### src/rtl/subway_pkg.sv
// Shared state encoding for the subway block-section occupancy controller.
package subway_pkg;
    localparam int ST_W = 2;

    typedef enum logic [ST_W-1:0] {
        ST_IDLE  = 2'd0,
        ST_EAST  = 2'd1,
        ST_WEST  = 2'd2,
        ST_FAULT = 2'd3
    } state_t;
endpackage

### src/rtl/subway_track_ctrl.sv
// One track: two sensor debouncers, edge detect, direction-locking FSM,
// occupancy counter and idle-occupied watchdog.
module subway_track_ctrl
    import subway_pkg::*;
#(
    parameter int DEBOUNCE = 3,
    parameter int CNT_W    = 3,
    parameter int TIMEOUT  = 1023
) (
    input  logic             clk,
    input  logic             reset,
    input  logic             p1,
    input  logic             p2,
    input  logic             clr_fault,
    output logic             out,
    output logic             dir,
    output logic [CNT_W-1:0] occ_cnt,
    output logic             fault,
    output logic [ST_W-1:0]  crnt_st
);
    localparam int DB_W = (DEBOUNCE > 1) ? $clog2(DEBOUNCE) : 1;
    localparam int TO_W = $clog2(TIMEOUT + 1);
    localparam logic [DB_W-1:0]  DB_LAST = DB_W'(DEBOUNCE - 1);
    localparam logic [CNT_W-1:0] CNT_MAX = '1;
    localparam logic [TO_W-1:0]  WD_LIM  = TO_W'(TIMEOUT);

    // Bit 0 is the west sensor p1, bit 1 the east sensor p2.
    logic [1:0] w_raw;
    logic [1:0] w_filt;
    logic [1:0] w_filt_d;
    logic [1:0] w_rise;
    logic [1:0] w_fall;

    assign w_raw = {p2, p1};

    generate
        for (genvar gi = 0; gi < 2; gi++) begin : g_db
            logic            r_filt;
            logic            r_filt_d;
            logic [DB_W-1:0] r_db_cnt;

            always_ff @(posedge clk) begin
                if (!reset) begin
                    r_filt   <= 1'b0;
                    r_filt_d <= 1'b0;
                    r_db_cnt <= '0;
                end else begin
                    r_filt_d <= r_filt;
                    if (w_raw[gi] != r_filt) begin
                        if (r_db_cnt == DB_LAST) begin
                            r_filt   <= w_raw[gi];
                            r_db_cnt <= '0;
                        end else begin
                            r_db_cnt <= r_db_cnt + 1'b1;
                        end
                    end else begin
                        r_db_cnt <= '0;
                    end
                end
            end

            assign w_filt[gi]   = r_filt;
            assign w_filt_d[gi] = r_filt_d;
        end
    endgenerate

    assign w_rise = w_filt & ~w_filt_d;
    assign w_fall = ~w_filt & w_filt_d;

    state_t           r_state, w_state_next;
    logic [CNT_W-1:0] r_cnt, w_cnt_next;
    logic             r_dir, w_dir_next;
    logic [TO_W-1:0]  r_wd, w_wd_next;
    logic             r_out, r_fault;
    logic             w_any_edge, w_entry_rise, w_exit_fall;

    assign w_any_edge   = |(w_rise | w_fall);
    assign w_entry_rise = (r_state == ST_EAST) ? w_rise[0] : w_rise[1];
    assign w_exit_fall  = (r_state == ST_EAST) ? w_fall[1] : w_fall[0];

    always_comb begin
        w_state_next = r_state;
        w_cnt_next   = r_cnt;
        w_dir_next   = r_dir;
        w_wd_next    = (w_any_edge || r_state == ST_IDLE || r_state == ST_FAULT)
                       ? '0 : r_wd + 1'b1;
        case (r_state)
            ST_IDLE: begin
                if (w_rise[0] && w_rise[1]) begin
                    w_state_next = ST_FAULT;
                end else if (w_rise[0]) begin
                    w_state_next = ST_EAST;
                    w_cnt_next   = CNT_W'(1);
                    w_dir_next   = 1'b0;
                end else if (w_rise[1]) begin
                    w_state_next = ST_WEST;
                    w_cnt_next   = CNT_W'(1);
                    w_dir_next   = 1'b1;
                end
            end
            ST_EAST, ST_WEST: begin
                // A train entering while another leaves nets to zero change.
                if (w_entry_rise && !w_exit_fall) begin
                    if (r_cnt == CNT_MAX) w_state_next = ST_FAULT;
                    else                  w_cnt_next   = r_cnt + 1'b1;
                end else if (w_exit_fall && !w_entry_rise) begin
                    if (r_cnt == '0) begin
                        w_state_next = ST_FAULT;
                    end else begin
                        w_cnt_next = r_cnt - 1'b1;
                        if (r_cnt == CNT_W'(1)) w_state_next = ST_IDLE;
                    end
                end
                if (w_wd_next == WD_LIM) w_state_next = ST_FAULT;
            end
            ST_FAULT: begin
                if (clr_fault && w_filt == 2'b00) begin
                    w_state_next = ST_IDLE;
                    w_cnt_next   = '0;
                end
            end
            default: w_state_next = ST_FAULT;
        endcase
    end

    always_ff @(posedge clk) begin
        if (!reset) begin
            r_state <= ST_IDLE;
            r_cnt   <= '0;
            r_dir   <= 1'b0;
            r_wd    <= '0;
            r_out   <= 1'b0;
            r_fault <= 1'b0;
        end else begin
            r_state <= w_state_next;
            r_cnt   <= w_cnt_next;
            r_dir   <= w_dir_next;
            r_wd    <= w_wd_next;
            r_out   <= (w_state_next != ST_IDLE);
            r_fault <= (w_state_next == ST_FAULT);
        end
    end

    assign out     = r_out;
    assign dir     = r_dir;
    assign occ_cnt = r_cnt;
    assign fault   = r_fault;
    assign crnt_st = r_state;
endmodule

### src/rtl/subway_multitrack_ctrl.sv
// Multi-track occupancy controller: N_TRACKS independent track controllers
// with their outputs packed into flat buses.
module subway_multitrack_ctrl
    import subway_pkg::*;
#(
    parameter int N_TRACKS = 4,
    parameter int DEBOUNCE = 3,
    parameter int CNT_W    = 3,
    parameter int TIMEOUT  = 1023
) (
    input  logic                      clk,
    input  logic                      reset,
    input  logic [N_TRACKS-1:0]       p1,
    input  logic [N_TRACKS-1:0]       p2,
    input  logic [N_TRACKS-1:0]       clr_fault,
    output logic [N_TRACKS-1:0]       out,
    output logic [N_TRACKS-1:0]       dir,
    output logic [N_TRACKS*CNT_W-1:0] occ_cnt,
    output logic [N_TRACKS-1:0]       fault,
    output logic [N_TRACKS*ST_W-1:0]  crntSt
);
    generate
        for (genvar gi = 0; gi < N_TRACKS; gi++) begin : g_trk
            subway_track_ctrl #(
                .DEBOUNCE (DEBOUNCE),
                .CNT_W    (CNT_W),
                .TIMEOUT  (TIMEOUT)
            ) u_trk (
                .clk       (clk),
                .reset     (reset),
                .p1        (p1[gi]),
                .p2        (p2[gi]),
                .clr_fault (clr_fault[gi]),
                .out       (out[gi]),
                .dir       (dir[gi]),
                .occ_cnt   (occ_cnt[gi*CNT_W +: CNT_W]),
                .fault     (fault[gi]),
                .crnt_st   (crntSt[gi*ST_W +: ST_W])
            );
        end
    endgenerate
endmodule

### config.mk
export PLATFORM = sky130hd
export DESIGN_NAME = subway_multitrack_ctrl
export DESIGN_NICKNAME = d
export VERILOG_FILES = /design/src/rtl/subway_pkg.sv /design/src/rtl/subway_track_ctrl.sv /design/src/rtl/subway_multitrack_ctrl.sv
export SDC_FILE = /design/constraint.sdc
export NUM_CORES = 1
export LEC_CHECK = 0
export CORE_AREA = 2 2 160 162
export CTS_BUF_LIST = sky130_fd_sc_hd__clkbuf_4 sky130_fd_sc_hd__clkbuf_8
export CTS_CLUSTER_SIZE = 25
export DETAILED_ROUTE_END_ITERATION = 8
export DIE_AREA = 0 0 162 164
export SLEW_MARGIN = 0
export SYNTH_ARGS = -nofsm -noshare
export SYNTH_HDL_FRONTEND = slang
export SYNTH_SLANG_ARGS = --single-unit
### constraint.sdc
create_clock -name clk -period 2.3 [get_ports clk]
set_input_delay 0.46 -clock clk [delete_from_list [all_inputs] [get_ports clk]]
set_output_delay 0.46 -clock clk [all_outputs]
set_load 0.02 [all_outputs]
==> results of run 1 <==
power groups by stage:
stage / sequential (mW) / combinational, mW / clock (mW)
after floorplan: 1.91 / 0.207 / 0
after global placement: 1.91 / 0.317 / 0
after detailed placement: 1.91 / 0.321 / 0
after CTS: 1.87 / 0.323 / 1.29
after global routing: 1.87 / 0.358 / 1.35
final: 1.86 / 0.319 / 1.23
critical path: cells and delay by family (launching register included):
kind | cells | cell delay (ps)
buf+inv | 1 | 120
compound gates | 3 | 580
flops | 1 | 470
fa+ha+maj | 1 | 230
simple gates | 2 | 560
sequential cells by signal, summed over array words and instances (netlist names):
register	cells
g_trk.u_trk.fault	4
g_trk.u_trk.occ_cnt	12
g_trk.u_trk.out	4
g_trk.u_trk.crnt_st	8
g_trk.u_trk.dir	4
g_trk.u_trk.r_wd	40
g_trk.u_trk.g_db.r_filt_d	8
g_trk.u_trk.g_db.r_db_cnt	16
g_trk.u_trk.g_db.r_filt	8
logic make-up (layout without fill, tap and decap cells):
family | Yosys count | count (layout) | share of synthesized area, %
simple gates | 257 | 257 | 23.50
fa+ha+maj | 64 | 64 | 13.14
compound gates | 141 | 141 | 15.61
mux | 11 | 11 | 1.848
buf+inv | 79 | 127 | 5.833
flops | 104 | 104 | 34.18
xor+xnor | 41 | 41 | 5.895
per-layer routing:
| metal | GRT usage [%] | part of all wire [%] |
|---|---|---|
| met2 | 16.92 | 45 |
| met1 | 13.35 | 51 |
| met4 | 3.620 | 1.5 |
| met3 | 1.869 | 2.6 |
| met5 | 0 | 0 |
final cells by class:
class | count | area, um^2 | share of cell area (%)
Multi-Input combinational cell | 514 | 3655 | 51.19
Clock buffer | 10 | 137.6 | 1.928
Clock inverter | 5 | 65.06 | 0.9113
Inverter | 51 | 191.4 | 2.681
Sequential cell | 104 | 2082 | 29.16
Timing Repair Buffer | 61 | 595.6 | 8.342
Tap cell | 330 | 412.9 | 5.783
cells in the mapped netlist (all sizes together) (8+ instances only):
cell type,n,area share (%)
nand2b,10,1.0
ha,64,13
a21oi,48,4.1
nand3,21,1.7
or3,20,2.1
nand3b,11,1.4
xnor2,20,2.9
xor2,21,3.0
mux2i,9,1.5
nor2,79,4.9
inv,51,3.1
buf,17,2.0
clkbuf,11,0.68
and3,8,0.86
o21ai,28,2.4
dfxtp,104,34
nand2,33,2.0
nor2b,14,1.4
nand4,12,1.3
path summary, 6_finish.rpt:
kind | endpoint | slack (ps) | cells after the start
setup reg to reg | g_trk[0].u_trk.out | 230 | 7
hold / removal | g_trk[3].u_trk.g_db[0].r_db_cnt[0] | 410 | 1
hold reg to reg | g_trk[3].u_trk.g_db[0].r_db_cnt[0] | 410 | 1
setup / recovery | g_trk[0].u_trk.out | 230 | 7
through the flow:
stage	utilization [%]	cells	instance area (um^2)	hold WS [ps]
after floorplan	-	697	6092	391.2
after detailed placement	27.95	1060	6937	401.8
after global routing	28.77	1075	7139	433.6
after CTS	28.77	1075	7139	418.7
final	28.77	1075	7139	413.3
after global placement	27.95	1060	6937	400.0
==> impl_metrics.py, run 1 <==
metrics = {
    "run_status": {
        "status": "finished, final reports clean",
    },
    "power": {
        "p_seq_share_pct": 54.6,
        "finalPower_mw": 3.414,
        "p_clk_share_pct": 36.0,
        "p_leak_nw": 2.593,
        "ir_worst_vdd_mv": 0.2142,
        "switching_share_pct": 25.89,
        "power.density_nw_per_um2": 478.2,
        "p_comb_share_pct": 9.4,
        "p_sw_mw": 0.8840,
        "p_int_mw": 2.530,
    },
    "setup_path": {
        "critPathMaxFanout": 5,
        "r2r-start": "g_trk[0].u_trk.crnt_st[1]",
        "cp_slowest_cell": "dfxtp_1",
        "crit_required_ps": 2580,
        "path_cells": "inv_1 -> ha_1 -> nor3b_1 -> o211a_1 -> a31oi_1 -> o31a_1 -> or2_1",
        "crit_path_start_kind": "register",
        "cp-startpoint": "g_trk[0].u_trk.crnt_st[1]",
        "critPathArrivalTime_ps": 2360,
        "worstSetupPathType": "register to register",
        "critPathMaxStageDelay_ps": 470,
        "crit_path_end_kind": "register",
    },
    "place": {
        "portBuffers": 45,
        "place_congestion": 0.8319,
        "dp_slack_ps": 62.69,
        "hpwl_mm": 9.831,
    },
    "global_route": {
        "antenna_found_initial": 0,
        "grt_pass1_wl_mm": 22.22,
        "grtUsageTotal_pct": 10.22,
        "grt_max_degree": 24,
        "overflow": 0,
        "grt_pass1_vias": 4603,
    },
    "timing": {
        "hold_viol_final": 0,
        "maxSlewViolCount": 0,
        "rsz0062_at_grt": "no",
        "fin_crit_sh_pct": 90.10,
        "fin_skew_ps": 15.48,
        "final.setup.tns_ps": 0,
        "relSlewSlack_pct": 66.51,
        "fin_crit_ps": 2072,
        "fmax_mhz": 482.6,
        "worst_pin_slew_ps": 498.0,
        "fin_ws_ps": 227.7,
        "setup_viol": 0,
    },
    "final_layout": {
        "final_common_cell": "dfxtp_1",
        "fill_cells": 2674,
        "nNetsFinal": 819,
        "drive_gt1_share_pct": 6.174,
        "antennaDiodeCount": 0,
        "syn_to_final_growth_pct": 17.19,
        "mostFrequentLayoutCells": "104 x dfxtp_1, 79 x nor2_1, 64 x ha_1, 50 x inv_1, 47 x a21oi_1",
    },
    "clock_tree": {
        "cts_tree": "done",
        "ctsHoldBuffers": 0,
        "clock_path_buffers": 2,
        "cts.sinks": 104,
        "h-tree-depth": 3,
        "cts_setup_buffers": 0,
        "cts.clk_slew.worst_paths_ps": 100,
        "postCtsResizedCells": 0,
        "numCtsBuffers": 9,
        "clk_latency_ps": 390,
        "clockRootBuffer": "clkbuf_8",
    },
    "logic_synthesis": {
        "synth_cell_types": 73,
        "ys_seq_elements": 104,
        "synthCells": 697,
        "syn-num-nets": 775,
        "ys_seq_area_share_pct": 34.18,
        "synth_flop_cell": "dfxtp_1",
        "ys_async_sr_fraction_pct": 0,
        "synth_edf_count": 0,
        "syn_area_um2": 6092,
        "synth_warnings": 0,
        "avgSynthCellArea_um2": 8.740,
    },
    "floorplanning": {
        "die_y_um": 164,
        "io_pins": 46,
        "die_x_um": 162,
        "dieArea_um2": 26570,
        "row_count": 58,
        "start_util_pct": 24.55,
        "core_um2": 24820,
    },
    "route": {
        "first_iter_violations": 229,
        "routed_wirelength_mm": 13.09,
        "viasPerCell": 4.551,
        "dr_total_vias": 4892,
        "wl_per_cell_um": 12.18,
        "drc": 0,
        "drtPass1Iterations": 4,
        "drtAntennaViolNets": 0,
    },
    "job": {
        "cap_violations": 0,
    },
    "min_path": {
        "holdCritStartpoint": "g_trk[3].u_trk.g_db[0].r_db_cnt[0]",
        "hold_class": "register to register",
    },
}
Power figures use the tool's default switching activity.
==> run 2, diff against run 1 <==
CORE_AREA = 2 2 114 116   (was 2 2 160 162)
DIE_AREA = 0 0 116 118   (was 0 0 162 164)
PLACE_DENSITY = 0.69   (was not set)
SKIP_LAST_GASP = 1   (was not set)
==> run 2 against run 1 <==
Compared with the run above:
- routed wire length is 5.8% lower
- worst hold slack better by 0.56 ps
- register-to-register slack worse by 50 ps
- combinational power hardly changed
- sequential share of layout area is 1.0 points higher
- clock power is 4% lower
- non-clock buffer count is 7 lower
- first-iteration DRC count is 9.2% lower
- total power is 1.3% lower
- critical endpoint is now g_trk[3].u_trk.out
- largest cell class unchanged
- largest power group unchanged
==> impl_metrics.py, run 2 (same netlist as run 1, synthesis figures left out) <==
metrics = {
    "timing": {
        "fin_crit_ps": 2118,
        "setup_viol": 0,
        "worst_pin_slew_ps": 512.5,
        "final.setup.tns_ps": 0,
        "relSlewSlack_pct": 65.54,
        "fin_skew_ps": 6.490,
        "rsz0062_at_grt": "no",
        "fin_ws_ps": 182.2,
        "fmax_mhz": 472.2,
        "holdWs_ps": 413.9,
        "maxSlewViolCount": 0,
        "fin_crit_sh_pct": 92.08,
        "hold_viol_final": 0,
    },
    "setup_path": {
        "crit_required_ps": 2540,
        "critPathArrivalTime_ps": 2360,
        "crit_path_end_kind": "register",
        "critPathMaxFanout": 5,
        "crit_path_start_kind": "register",
        "worstSetupPathType": "register to register",
    },
    "final_layout": {
        "antennaDiodeCount": 0,
        "largest_register": "g_trk.u_trk.r_wd",
        "drive_gt1_share_pct": 5.548,
        "nNetsFinal": 812,
        "final_common_cell": "dfxtp_1",
        "syn_to_final_growth_pct": 13.37,
        "fill_cells": 1143,
        "multi_input_area_um2": 3655,
        "seqCellArea_um2": 2083,
        "mostFrequentLayoutCells": "103 x dfxtp_1, 79 x nor2_1, 64 x ha_1, 50 x inv_1, 47 x a21oi_1",
        "largest_reg_flops": 40,
    },
    "run_status": {
        "status": "finished, final reports clean",
    },
    "route": {
        "routed_wirelength_mm": 12.34,
        "dr_total_vias": 4924,
        "viasPerCell": 5.405,
        "drtAntennaViolNets": 0,
        "first_iter_violations": 208,
        "drtPass1Iterations": 5,
        "drc": 0,
        "wl_per_cell_um": 13.54,
    },
    "floorplanning": {
        "die_x_um": 116,
        "die_y_um": 118,
        "dieArea_um2": 13690,
        "io_pins": 46,
        "row_count": 41,
        "core_um2": 12410,
        "start_util_pct": 49.07,
    },
    "clock_tree": {
        "clock_path_buffers": 2,
        "clk_latency_ps": 380,
        "cts_tree": "done",
        "clockRootBuffer": "clkbuf_8",
        "numCtsBuffers": 9,
        "cts.sinks": 104,
        "h-tree-depth": 3,
        "ctsHoldBuffers": 0,
        "cts.clk_slew.worst_paths_ps": 90,
    },
    "global_route": {
        "antenna_found_initial": 0,
        "grt_pass1_wl_mm": 21.22,
        "overflow": 0,
        "grt_pass1_vias": 4799,
        "grtUsageTotal_pct": 18.76,
        "grt_max_degree": 24,
    },
    "place": {
        "dp_slack_ps": 56.57,
        "portBuffers": 45,
        "hpwl_mm": 9.073,
        "place_congestion": 0.8196,
    },
    "power": {
        "ir_worst_vdd_mv": 0.4908,
        "p_leak_nw": 2.576,
        "power.density_nw_per_um2": 488.0,
    },
    "min_path": {
        "hold_class": "register to register",
    },
    "job": {
        "cap_violations": 0,
    },
}
[run 2: cell types whose count changed in the layout (fill, tap and decap cells not counted), sizes merged]
cell      delta
clkbuf       +3
clkinvlp     -2
clkinv       +2
inv          -2
buf          -7
[run 2: cell type report]
class                           count  area share [%]
Tap cell                          172           3.116
Inverter                           51           2.772
Sequential cell                   104           30.16
Timing Repair Buffer               54           8.043
Clock inverter                      3          0.5797
Multi-Input combinational cell    514           52.92
Clock buffer                       13           2.409
[run 2: metal layers]
layer | up-vias | share of wire, % | GRT usage, %
met5 | - | 0 | 0
met4 | 0 | 0.84 | 5.283
met3 | 9 | 3.2 | 4.531
met2 | 70 | 49 | 31.94
met1 | 2320 | 47 | 23.39
li1 | 2525 | - | -
[run 2: critical path: stages, from the launching register on]
cell	delay [ps]
dfxtp_1	330
buf_4	160
ha_1	230
or3b_4	410
a2111oi_2	460
a311oi_1	80
o21ai_1	190
nand4_1	130
[run 2: per-stage QoR]
stage | power, mW | utilization [%] | instances | area, um^2
after floorplan | 2.117 | - | 697 | 6092
after global placement | 2.213 | 53.96 | 895 | 6699
after detailed placement | 2.226 | 53.96 | 895 | 6699
after CTS | 3.426 | 55.62 | 911 | 6905
after global routing | 3.531 | 55.63 | 911 | 6907
final | 3.370 | 55.63 | 911 | 6907
[run 2: power by group]
group          internal [mW]  switching, mW
clock network          0.584          0.600
registers               1.84         0.0290
logic                  0.153          0.167
[run 2: final timing paths]
path	start	to	slack [ps]	cells past startpoint
setup / recovery	g_trk[3].u_trk.crnt_st[0]	g_trk[3].u_trk.out	180	7
hold / removal	g_trk[2].u_trk.g_db[0].r_db_cnt[0]	g_trk[2].u_trk.g_db[0].r_db_cnt[0]	410	1
setup reg to reg	g_trk[3].u_trk.crnt_st[0]	g_trk[3].u_trk.out	180	7
hold reg to reg	g_trk[2].u_trk.g_db[0].r_db_cnt[0]	g_trk[2].u_trk.g_db[0].r_db_cnt[0]	410	1
[run 2: what timing repair did]
action,in CTS,in global routing
endpoints found under the setup margin,0,1
resized for setup,0,1
setup buffers,0,0
==> run 3, diff against run 2 <==
CTS_CLUSTER_SIZE = 24   (was 25)
==> results of run 3 <==
The final DEF is identical to that of run 2; final timing and power are the same.
